<file path="src/rtl/game_ctrl_pkg.sv">
// Shared types for the game-level sequencer.
`timescale 1ns/1ps
package game_pkg;
    localparam int LEVEL_W = 3;

    typedef enum logic [2:0] {
        IDLE        = 3'd0,
        PLAY        = 3'd1,
        HIT_PAUSE   = 3'd2,
        LEVEL_CLEAR = 3'd3,
        GAME_OVER   = 3'd4
    } game_state_e;
endpackage

</file>
<file path="src/rtl/game_ctrl_if.sv">
// Event inputs and bookkeeping outputs of the game sequencer.
`timescale 1ns/1ps
interface game_ctrl_if
    import game_pkg::*;
#(
    parameter int lives_p   = 3,
    parameter int enemies_p = 10,
    parameter int score_w_p = 12
);
    logic                           frame_i;
    logic                           start_i;
    logic                           player_hit_i;
    logic                           enemy_killed_i;
    logic                           enemy_landed_i;
    game_state_e                    state_o;
    logic                           run_o;
    logic                           resume_o;
    logic                           add_life_o;
    logic                           clear_field_o;
    logic [$clog2(lives_p+1)-1:0]   lives_o;
    logic [score_w_p-1:0]           score_o;
    logic [LEVEL_W-1:0]             level_o;
    logic [$clog2(enemies_p+1)-1:0] enemies_left_o;

    // Stimulus side: drives the events, observes the bookkeeping.
    modport master (
        output frame_i, start_i, player_hit_i, enemy_killed_i, enemy_landed_i,
        input  state_o, run_o, resume_o, add_life_o, clear_field_o,
               lives_o, score_o, level_o, enemies_left_o
    );

    // Sequencer side.
    modport slave (
        input  frame_i, start_i, player_hit_i, enemy_killed_i, enemy_landed_i,
        output state_o, run_o, resume_o, add_life_o, clear_field_o,
               lives_o, score_o, level_o, enemies_left_o
    );
endinterface

</file>
<file path="src/rtl/game_ctrl_frame_timer.sv">
// Saturating frame counter shared by the two timed pause states.
`timescale 1ns/1ps
module frame_timer #(
    parameter int max_p = 60,
    parameter int W     = $clog2(max_p + 1)
) (
    input  logic         clk_i,
    input  logic         reset_i,
    input  logic         clear,
    input  logic         frame_i,
    output logic [W-1:0] count,
    output logic         done
);
    assign done = (count == W'(max_p));

    // Count frames while enabled, sticking at the limit; clear wins.
    always_ff @(posedge clk_i or posedge reset_i) begin
        if (reset_i)
            count <= '0;
        else if (clear)
            count <= '0;
        else if (frame_i && !done)
            count <= count + W'(1);
    end
endmodule

</file>
<file path="src/rtl/game_ctrl.sv">
// Game-level sequencer: lives, score, level, wave bookkeeping and run gating.
`timescale 1ns/1ps
module game_ctrl
    import game_pkg::*;
#(
    parameter int lives_p        = 3,
    parameter int enemies_p      = 10,
    parameter int pause_frames_p = 60,
    parameter int score_w_p      = 12,
    parameter int max_level_p    = 7
) (
    input  logic    clk_i,
    input  logic    reset_i,
    game_ctrl_if.slave bus
);
    localparam int LIVES_W = $clog2(lives_p + 1);
    localparam int EN_W    = $clog2(enemies_p + 1);
    localparam int TMR_W   = $clog2(pause_frames_p + 1);

    game_state_e          state;
    logic                 start_q;
    logic                 run, resume, add_life, clear_field;
    logic [LIVES_W-1:0]   lives;
    logic [score_w_p-1:0] score;
    logic [LEVEL_W-1:0]   level;
    logic [EN_W-1:0]      enemies;

    logic                 start_rise, timed, lc_exit, tmr_done;
    logic [TMR_W-1:0]     tmr_count;
    logic [score_w_p:0]   score_sum;
    logic [score_w_p-1:0] score_inc;
    logic [EN_W-1:0]      enemies_dec, enemies_nxt;

    assign start_rise  = bus.start_i & ~start_q;
    assign timed       = (state == HIT_PAUSE) || (state == LEVEL_CLEAR);
    // Level clear leaves on the frame that brings the timer to its limit.
    assign lc_exit     = bus.frame_i && (tmr_count == TMR_W'(pause_frames_p - 1));
    assign score_sum   = {1'b0, score} + {{(score_w_p + 1 - LEVEL_W){1'b0}}, level};
    assign score_inc   = score_sum[score_w_p] ? '1 : score_sum[score_w_p-1:0];
    assign enemies_dec = (enemies != '0) ? enemies - EN_W'(1) : enemies;
    assign enemies_nxt = bus.enemy_killed_i ? enemies_dec : enemies;

    // Held at zero outside the timed states, so it starts fresh on every entry.
    frame_timer #(.max_p(pause_frames_p), .W(TMR_W)) u_timer (
        .clk_i   (clk_i),
        .reset_i (reset_i),
        .clear   (~timed),
        .frame_i (bus.frame_i & timed),
        .count   (tmr_count),
        .done    (tmr_done)
    );

    // Game FSM with all bookkeeping and pulse outputs registered.
    always_ff @(posedge clk_i or posedge reset_i) begin
        if (reset_i) begin
            state       <= IDLE;
            start_q     <= 1'b0;
            run         <= 1'b0;
            resume      <= 1'b0;
            add_life    <= 1'b0;
            clear_field <= 1'b0;
            lives       <= '0;
            score       <= '0;
            level       <= '0;
            enemies     <= '0;
        end else begin
            start_q     <= bus.start_i;
            resume      <= 1'b0;
            add_life    <= 1'b0;
            clear_field <= 1'b0;
            case (state)
                IDLE, GAME_OVER: begin
                    if (start_rise) begin
                        state       <= PLAY;
                        run         <= 1'b1;
                        lives       <= LIVES_W'(lives_p);
                        score       <= '0;
                        level       <= LEVEL_W'(1);
                        enemies     <= EN_W'(enemies_p);
                        clear_field <= 1'b1;
                    end
                end
                PLAY: begin
                    // Kills are booked even when a hit or landing ends play.
                    if (bus.enemy_killed_i) begin
                        score   <= score_inc;
                        enemies <= enemies_dec;
                    end
                    if (bus.enemy_landed_i) begin
                        lives <= '0;
                        state <= GAME_OVER;
                        run   <= 1'b0;
                    end else if (bus.player_hit_i) begin
                        run <= 1'b0;
                        if (lives == LIVES_W'(1)) begin
                            lives <= '0;
                            state <= GAME_OVER;
                        end else begin
                            lives <= lives - LIVES_W'(1);
                            state <= HIT_PAUSE;
                        end
                    end else if (enemies_nxt == '0) begin
                        state <= LEVEL_CLEAR;
                        run   <= 1'b0;
                    end
                end
                HIT_PAUSE: begin
                    if (start_rise && tmr_done) begin
                        state  <= PLAY;
                        run    <= 1'b1;
                        resume <= 1'b1;
                    end
                end
                LEVEL_CLEAR: begin
                    if (lc_exit) begin
                        state       <= PLAY;
                        run         <= 1'b1;
                        enemies     <= EN_W'(enemies_p);
                        clear_field <= 1'b1;
                        if (level != LEVEL_W'(max_level_p))
                            level <= level + LEVEL_W'(1);
                        if (lives < LIVES_W'(lives_p)) begin
                            lives    <= lives + LIVES_W'(1);
                            add_life <= 1'b1;
                        end
                    end
                end
                default: begin
                    state <= IDLE;
                    run   <= 1'b0;
                end
            endcase
        end
    end

    assign bus.state_o        = state;
    assign bus.run_o          = run;
    assign bus.resume_o       = resume;
    assign bus.add_life_o     = add_life;
    assign bus.clear_field_o  = clear_field;
    assign bus.lives_o        = lives;
    assign bus.score_o        = score;
    assign bus.level_o        = level;
    assign bus.enemies_left_o = enemies;
endmodule

</file>
<file path="src/flat_wrapper.sv">
// flat-port wrapper written by rule: the top's interface ports become plain ports
module game_ctrl_flat import game_pkg::*;
#(
    parameter int lives_p        = 3,
    parameter int enemies_p      = 10,
    parameter int pause_frames_p = 60,
    parameter int score_w_p      = 12,
    parameter int max_level_p    = 7
)
  (clk_i, reset_i, bus_frame_i, bus_start_i, bus_player_hit_i, bus_enemy_killed_i, bus_enemy_landed_i, bus_state_o, bus_run_o, bus_resume_o, bus_add_life_o, bus_clear_field_o, bus_lives_o, bus_score_o, bus_level_o, bus_enemies_left_o);
  game_ctrl_if #(.lives_p(lives_p), .enemies_p(enemies_p), .score_w_p(score_w_p)) bus_i ();
  input  logic clk_i;
  input  logic reset_i;
  input wire logic [$bits(bus_i.frame_i)-1:0] bus_frame_i;
  input wire logic [$bits(bus_i.start_i)-1:0] bus_start_i;
  input wire logic [$bits(bus_i.player_hit_i)-1:0] bus_player_hit_i;
  input wire logic [$bits(bus_i.enemy_killed_i)-1:0] bus_enemy_killed_i;
  input wire logic [$bits(bus_i.enemy_landed_i)-1:0] bus_enemy_landed_i;
  output wire logic [$bits(bus_i.state_o)-1:0] bus_state_o;
  output wire logic [$bits(bus_i.run_o)-1:0] bus_run_o;
  output wire logic [$bits(bus_i.resume_o)-1:0] bus_resume_o;
  output wire logic [$bits(bus_i.add_life_o)-1:0] bus_add_life_o;
  output wire logic [$bits(bus_i.clear_field_o)-1:0] bus_clear_field_o;
  output wire logic [$bits(bus_i.lives_o)-1:0] bus_lives_o;
  output wire logic [$bits(bus_i.score_o)-1:0] bus_score_o;
  output wire logic [$bits(bus_i.level_o)-1:0] bus_level_o;
  output wire logic [$bits(bus_i.enemies_left_o)-1:0] bus_enemies_left_o;
  assign bus_i.frame_i = bus_frame_i;
  assign bus_i.start_i = bus_start_i;
  assign bus_i.player_hit_i = bus_player_hit_i;
  assign bus_i.enemy_killed_i = bus_enemy_killed_i;
  assign bus_i.enemy_landed_i = bus_enemy_landed_i;
  assign bus_state_o = bus_i.state_o;
  assign bus_run_o = bus_i.run_o;
  assign bus_resume_o = bus_i.resume_o;
  assign bus_add_life_o = bus_i.add_life_o;
  assign bus_clear_field_o = bus_i.clear_field_o;
  assign bus_lives_o = bus_i.lives_o;
  assign bus_score_o = bus_i.score_o;
  assign bus_level_o = bus_i.level_o;
  assign bus_enemies_left_o = bus_i.enemies_left_o;
  game_ctrl #(.lives_p(lives_p), .enemies_p(enemies_p), .pause_frames_p(pause_frames_p), .score_w_p(score_w_p), .max_level_p(max_level_p)) u_core (.clk_i(clk_i), .reset_i(reset_i), .bus(bus_i));
endmodule
</file>
<file path="config.mk">
export PLATFORM = sky130hd
export DESIGN_NAME = game_ctrl_flat
export DESIGN_NICKNAME = d
export VERILOG_FILES = /design/src/rtl/game_ctrl_pkg.sv /design/src/rtl/game_ctrl_if.sv /design/src/rtl/game_ctrl_frame_timer.sv /design/src/rtl/game_ctrl.sv /design/src/flat_wrapper.sv
export SDC_FILE = /design/constraint.sdc
export NUM_CORES = 1
export LEC_CHECK = 0
export CORE_MARGIN = 4
export CORE_UTILIZATION = 53
export CTS_CLUSTER_DIAMETER = 30
export DETAILED_ROUTE_END_ITERATION = 10
export PLACE_DENSITY = 0.84
export SLEW_MARGIN = 20
export SYNTH_ARGS = -nofsm -noshare
export SYNTH_HDL_FRONTEND = slang
export SYNTH_HIERARCHICAL = 1
export SYNTH_SLANG_ARGS = --single-unit
</file>
<file path="constraint.sdc">
create_clock -name clk_i -period 2.47 [get_ports clk_i]
set_clock_uncertainty 0.1 [all_clocks]
set_input_delay 0.6175 -clock clk_i [delete_from_list [all_inputs] [get_ports clk_i]]
set_output_delay 0.6175 -clock clk_i [all_outputs]
set_load 0.01 [all_outputs]
</file>
Yosys cells after proc, flatten, opt, wreduce, memory -nomap -nowiden. Cells that the tools add are included.

Register bits: 35. Bits of input ports: 7. Output and inout bits: 28. Logic and storage cells: 99.

Add/subtract/negate cells: 6. $lt $le $gt $ge: 1. Equality and inequality tests: 17. Multiplexer cells: 44. Bitwise operators: 3. Reductions and logical operators: 17.

Operator list (number): two-way mux 12 bit (3); two-way mux 3 bit (9); case mux 12 bit (2 select lines) (1); two-way mux 4 bit (4); adder 12 x 3 -> 13 bit (1); two-way mux 1 bit (13); == test 6 bit, second input constant (2); two-way mux 2 bit (6); two-way mux 6 bit (2); case mux 3 bit (4 select lines) (1); case mux 4 bit (3 select lines) (1); != test 2 bit, second input constant (5); AND reduction 4 bit (2); adder 6 x 1 -> 6 bit, second input constant (1); == test 3 x 2 -> 1 bit, second input constant (2); != test 3 bit, second input constant (2); case mux 2 bit (3 select lines) (1); case mux 3 bit (2 select lines) (1); AND reduction 3 bit (2); AND reduction 5 bit (1); zero test 4 bit (1); != test 2 x 1 -> 1 bit, second input constant (2); != test 4 x 3 -> 1 bit, second input constant (1); case mux 1 bit (4 select lines) (1); other kinds (19) (23).

Depth between registers and ports, before layout.
Depth after elaboration: 8. Depth in mapped cells: 9. Gate-level depth less buffers: 8.

Modules after synthesis. The synthesis kept the hierarchy.

By module, submodules not included: game_ctrl (times used 1, cells each 192, area an instance 1761.7 um2, seq. area each 725.7 um2); frame_timer (times used 1, cells each 43, area an instance 396.6 um2, seq. area each 150.1 um2).

Least setup slack after synthesis. No wires, ideal clock.

Kind: register to register. Start point: register u_core.enemies[0] (netlist: u_core/bus.enemies_left_o[0]). End point: register u_core.run (netlist: u_core/bus.run_o). Setup time: 128 ps. Arrival time: 1975 ps. Path slack: 267 ps. Cell stages (with the launch flop): 8. Buffers on the path: 0. Clock period less this slack: 2203 ps. Path through: dfrtp_1 inv_1 ha_1 or3b_4 a21boi_2 o22ai_2 a211oi_2 mux2_1.

Longest elaborated chain between the ends: 6.

Ends and longest elaborated chain: start, declared (line game_ctrl.sv:26) `logic [EN_W-1:0] enemies;`; start signal, assigned (line game_ctrl.sv:79) `enemies <= EN_W'(enemies_p);`; start signal, assigned (line game_ctrl.sv:87) `enemies <= enemies_dec;`; start signal, assigned (line game_ctrl.sv:118) `enemies <= EN_W'(enemies_p);`; subtractor 4 x 1 -> 4 bit / nonzero test 4 bit (equally long branches) (line game_ctrl.sv:40) `assign enemies_dec = (enemies != '0) ? enemies - EN_W'(1) : enemies;`; two-way mux 4 bit (line game_ctrl.sv:40); two-way mux 4 bit (*); zero test 4 bit (*) (line game_ctrl.sv:102) `end else if (enemies_nxt == '0) begin`; != test 4 x 3 -> 1 bit (no line) (*); AND reduction 4 bit (no line) (*); end signal, assigned (line game_ctrl.sv:104) `run <= 1'b0;`; end signal, assigned (line game_ctrl.sv:110) `run <= 1'b1;`; end signal, assigned (line game_ctrl.sv:117) `run <= 1'b1;`; end, declared (line game_ctrl.sv:22) `logic run, resume, add_life, clear_field;`.

Every way passes the cells marked *; elsewhere a longest branch is shown, timed or not. A chain may end at the register's enable or synchronous reset.

Worst setup path after layout. Same ends and word-level chain as after synthesis.

==> run_results.csv <==
group,metric,value,unit
worst_setup_path,arrival,2.38,ns
timing,timing.final.ws_setup,0.160,ns
worst_setup_path,crit_type,"register to register",
cts,htree_levels,2,
min_path,worstHoldPathType,"register to register",
timing,tightest_slew,0.436,ns
power_and_ir_drop,ir_worst_vdd,653,uV
power_and_ir_drop,p_clk_share,16.1,%
final_layout,fin_util,70.9,%
power_and_ir_drop,swShare,39.0,%
drt,vias_per_cell,5.97,
floorplanning,pin_count,35,
final_layout,drive_above_1_share,10.7,%
logic_synthesis,syn_area,0.00216,sq mm
worst_setup_path,cp_max_fo,6,
grt,antenna_found_initial,0,
cts,postCtsHoldBufs,0,
logic_synthesis,ys_types,61,
power_and_ir_drop,cellInternalPower,1450,uW
timing,max_freq,433,MHz
power_and_ir_drop,leakagePower,0.00116,uW
floorplanning,die_area,0.00516,sq mm
worst_setup_path,start_kind,"register",
logic_synthesis,async_flop_share,100,%
timing,slew_headroom,70.9,%
final_layout,antenna_cells,0,
worst_setup_path,worstRegToRegCells,7,
drt,drc,0,
logic_synthesis,synth-seq-cells,35,
cts,post_cts.repair.setup_buffers,0,
timing,post-route-period-util,93.5,%
cts,cts.clk_slew.worst_paths,0.06,ns
cts,clock_sinks,35,
timing,hold_violations,0,
floorplanning,rows,22,
final_layout,fill_cells,312,
placement,place_congestion,0.825,
drt,drtIter0Drc,117,
flow_run,drv_cap,0,
timing,finalSetupViolCount,0,
cts,clockBufferDepth,2,
drt,drtPass1Iterations,4,
status,status,"finished clean",
grt,grt_max_degree,30,
power_and_ir_drop,seqPwrFrac,35.5,%
timing,slew_violations,0,
power_and_ir_drop,p_per_area,882,mW/mm^2
worst_setup_path,required,2.54,ns
worst_setup_path,worst_setup_path_end_kind,"register",
final_layout,stdcell_count,328,
cts,cts_root_buffer,"clkbuf_8",
floorplanning,dieWidth,71.8,um
placement,hpwl,3730,um
power_and_ir_drop,pwr-share-comb,48.4,%
drt,wirelength,5100,um
grt,track_usage,21.3,%
final_layout,syn_to_final_growth,24.8,%
cts,insertion_delay,0.29,ns
grt,grt.overflow.total,0,
logic_synthesis,synthFlopType,"dfrtp_1",
logic_synthesis,syn_nets,253,
floorplanning,die_h,71.8,um
power_and_ir_drop,p_total,2370,uW
final_layout,final_cell_mix,"dfrtp_1 (35), clkdlybuf4s50_1 (34), nand2_1 (19)",
drt,wl_per_cell,15.5,um
power_and_ir_drop,p_switching,926,uW
cts,numCtsBuffers,5,
floorplanning,coreArea,0.00380,sq mm
logic_synthesis,yosysWarnings,6,
min_path,whs_path_depth,2,
timing,rsz0062_at_grt,"false",
placement,dp_slack,-0.144,ns
grt,grt_pass1_vias,1957,
final_layout,nets,299,
cts,ctsResizeCount,0,
logic_synthesis,yosysSeqAreaShare,40.6,%
drt,via_count,1959,
placement,dp_cells,322,
drt,ant_nets,0,
final_layout,layout_commonest_cell,"dfrtp_1",
placement,io_buffers,34,
logic_synthesis,synth_edf_count,0,
timing,period_needed,2.31,ns
floorplanning,initial_utilization,56.8,%
timing,hold_slack,0.422,ns
logic_synthesis,synth_cells,235,
grt,grt_pass1_wl,8850,um
cts,cts_tree,"yes",
logic_synthesis,syn_avg_cell_area,9.18,sq um
through the flow:
stage / TNS, ns / instance area (sq um)
2_1_floorplan: 0 / 2160
3_3_place_gp: -0.191 / 2610
3_5_place_dp: -0.325 / 2610
4_1_cts: 0 / 2690
5_1_grt: 0 / 2690
6_report: 0 / 2690
cell usage after synthesis, types with 2 or more instances:
master / n / area (sq um)
a211oi_1: 3 / 22.5
a21o_1: 4 / 30.0
a21oi_1: 11 / 55.1
a22o_1: 3 / 26.3
a22oi_1: 2 / 15.0
a2bb2oi_1: 2 / 17.5
a31oi_1: 3 / 18.8
and2_1: 2 / 12.5
and3_1: 5 / 31.3
and4_1: 2 / 17.5
buf_2: 4 / 20.0
buf_4: 2 / 15.0
clkbuf_1: 2 / 7.51
dfrtp_1: 35 / 876
ha_1: 10 / 125
inv_1: 18 / 67.6
mux2_2: 2 / 22.5
nand2_1: 19 / 71.3
nand3_1: 7 / 35.0
nand4_1: 4 / 25.0
nand4b_1: 2 / 17.5
nor2_1: 10 / 37.5
nor2b_1: 5 / 31.3
nor3_1: 11 / 55.1
o211ai_1: 2 / 15.0
o21ai_0: 17 / 85.1
o21bai_1: 2 / 15.0
o22a_1: 2 / 17.5
o22ai_1: 6 / 37.5
o31ai_1: 2 / 15.0
or3_1: 4 / 25.0
or4_1: 3 / 22.5
state kept, by name (all words and copies together), names as in the netlist:
name,cells
u_core/bus.enemies_left_o,4
u_core/bus.state_o,3
u_core/bus.score_o,12
u_core/bus.resume_o,1
u_core/bus.lives_o,2
u_core/u_timer/count,6
u_core/bus.run_o,1
u_core/bus.level_o,3
u_core/bus.add_life_o,1
u_core/bus.clear_field_o,1
u_core/start_q,1
worst paths after layout:
kind	slack [ns]	start	endpoint
setup / recovery	0.16	u_core/bus.enemies_left_o[0]	u_core/bus.run_o
hold / removal	0.42	u_core/bus.score_o[0]	u_core/bus.score_o[0]
setup reg to reg	0.16	u_core/bus.enemies_left_o[0]	u_core/bus.run_o
hold reg to reg	0.42	u_core/bus.score_o[0]	u_core/bus.score_o[0]
max in group asynchronous	1.35	reset_i	u_core/bus.enemies_left_o[0]
min in group asynchronous	0.48	reset_i	u_core/u_timer/count[4]
worst max-delay path, cell delays in order, from the launching register on:
cell,delay [ns]
dfrtp_1,0.42
inv_1,0.10
ha_1,0.26
or3b_4,0.42
a21boi_2,0.16
o22ai_2,0.10
a211oi_2,0.27
mux2_1,0.34
logic make-up after synthesis:
group | after synthesis | synth area share, %
and+or+nand+nor | 86 | 22.5
AOI/OAI and AO/OA | 72 | 22.7
DFF | 35 | 40.6
buffers and inverters | 26 | 5.10
adders and majority gates | 11 | 6.72
muxes | 4 | 2.03
xor gates and xnor gates | 1 | 0.406
power groups by stage:
stage | clock network [uW] | registers (uW) | logic (uW)
floorplan | 0 | 856 | 677
global placement | 0 | 848 | 1100
detailed placement | 0 | 852 | 1130
CTS | 390 | 841 | 1140
global route | 415 | 867 | 1280
finish | 382 | 843 | 1150
per-layer routing:
layer  track usage, %  vias to the layer above  part of all wire [%]
met2             34.7                       43                    48
li1                 -                      955                     -
met3             4.63                        9                   4.1
met5                0                        -                     0
met4             8.98                        0                   1.7
met1             27.3                      952                    46
layout make-up:
type / instances / area [sq um] / share of cell area (%)
inverters: 18 / 67.6 / 2.51
multi-input cells: 174 / 1180 / 43.8
well taps: 48 / 60.1 / 2.23
repair buffers: 47 / 438 / 16.3
flip-flops and latches: 35 / 876 / 32.5
clock buffers: 6 / 72.6 / 2.70
Power figures use the tool's default switching activity.
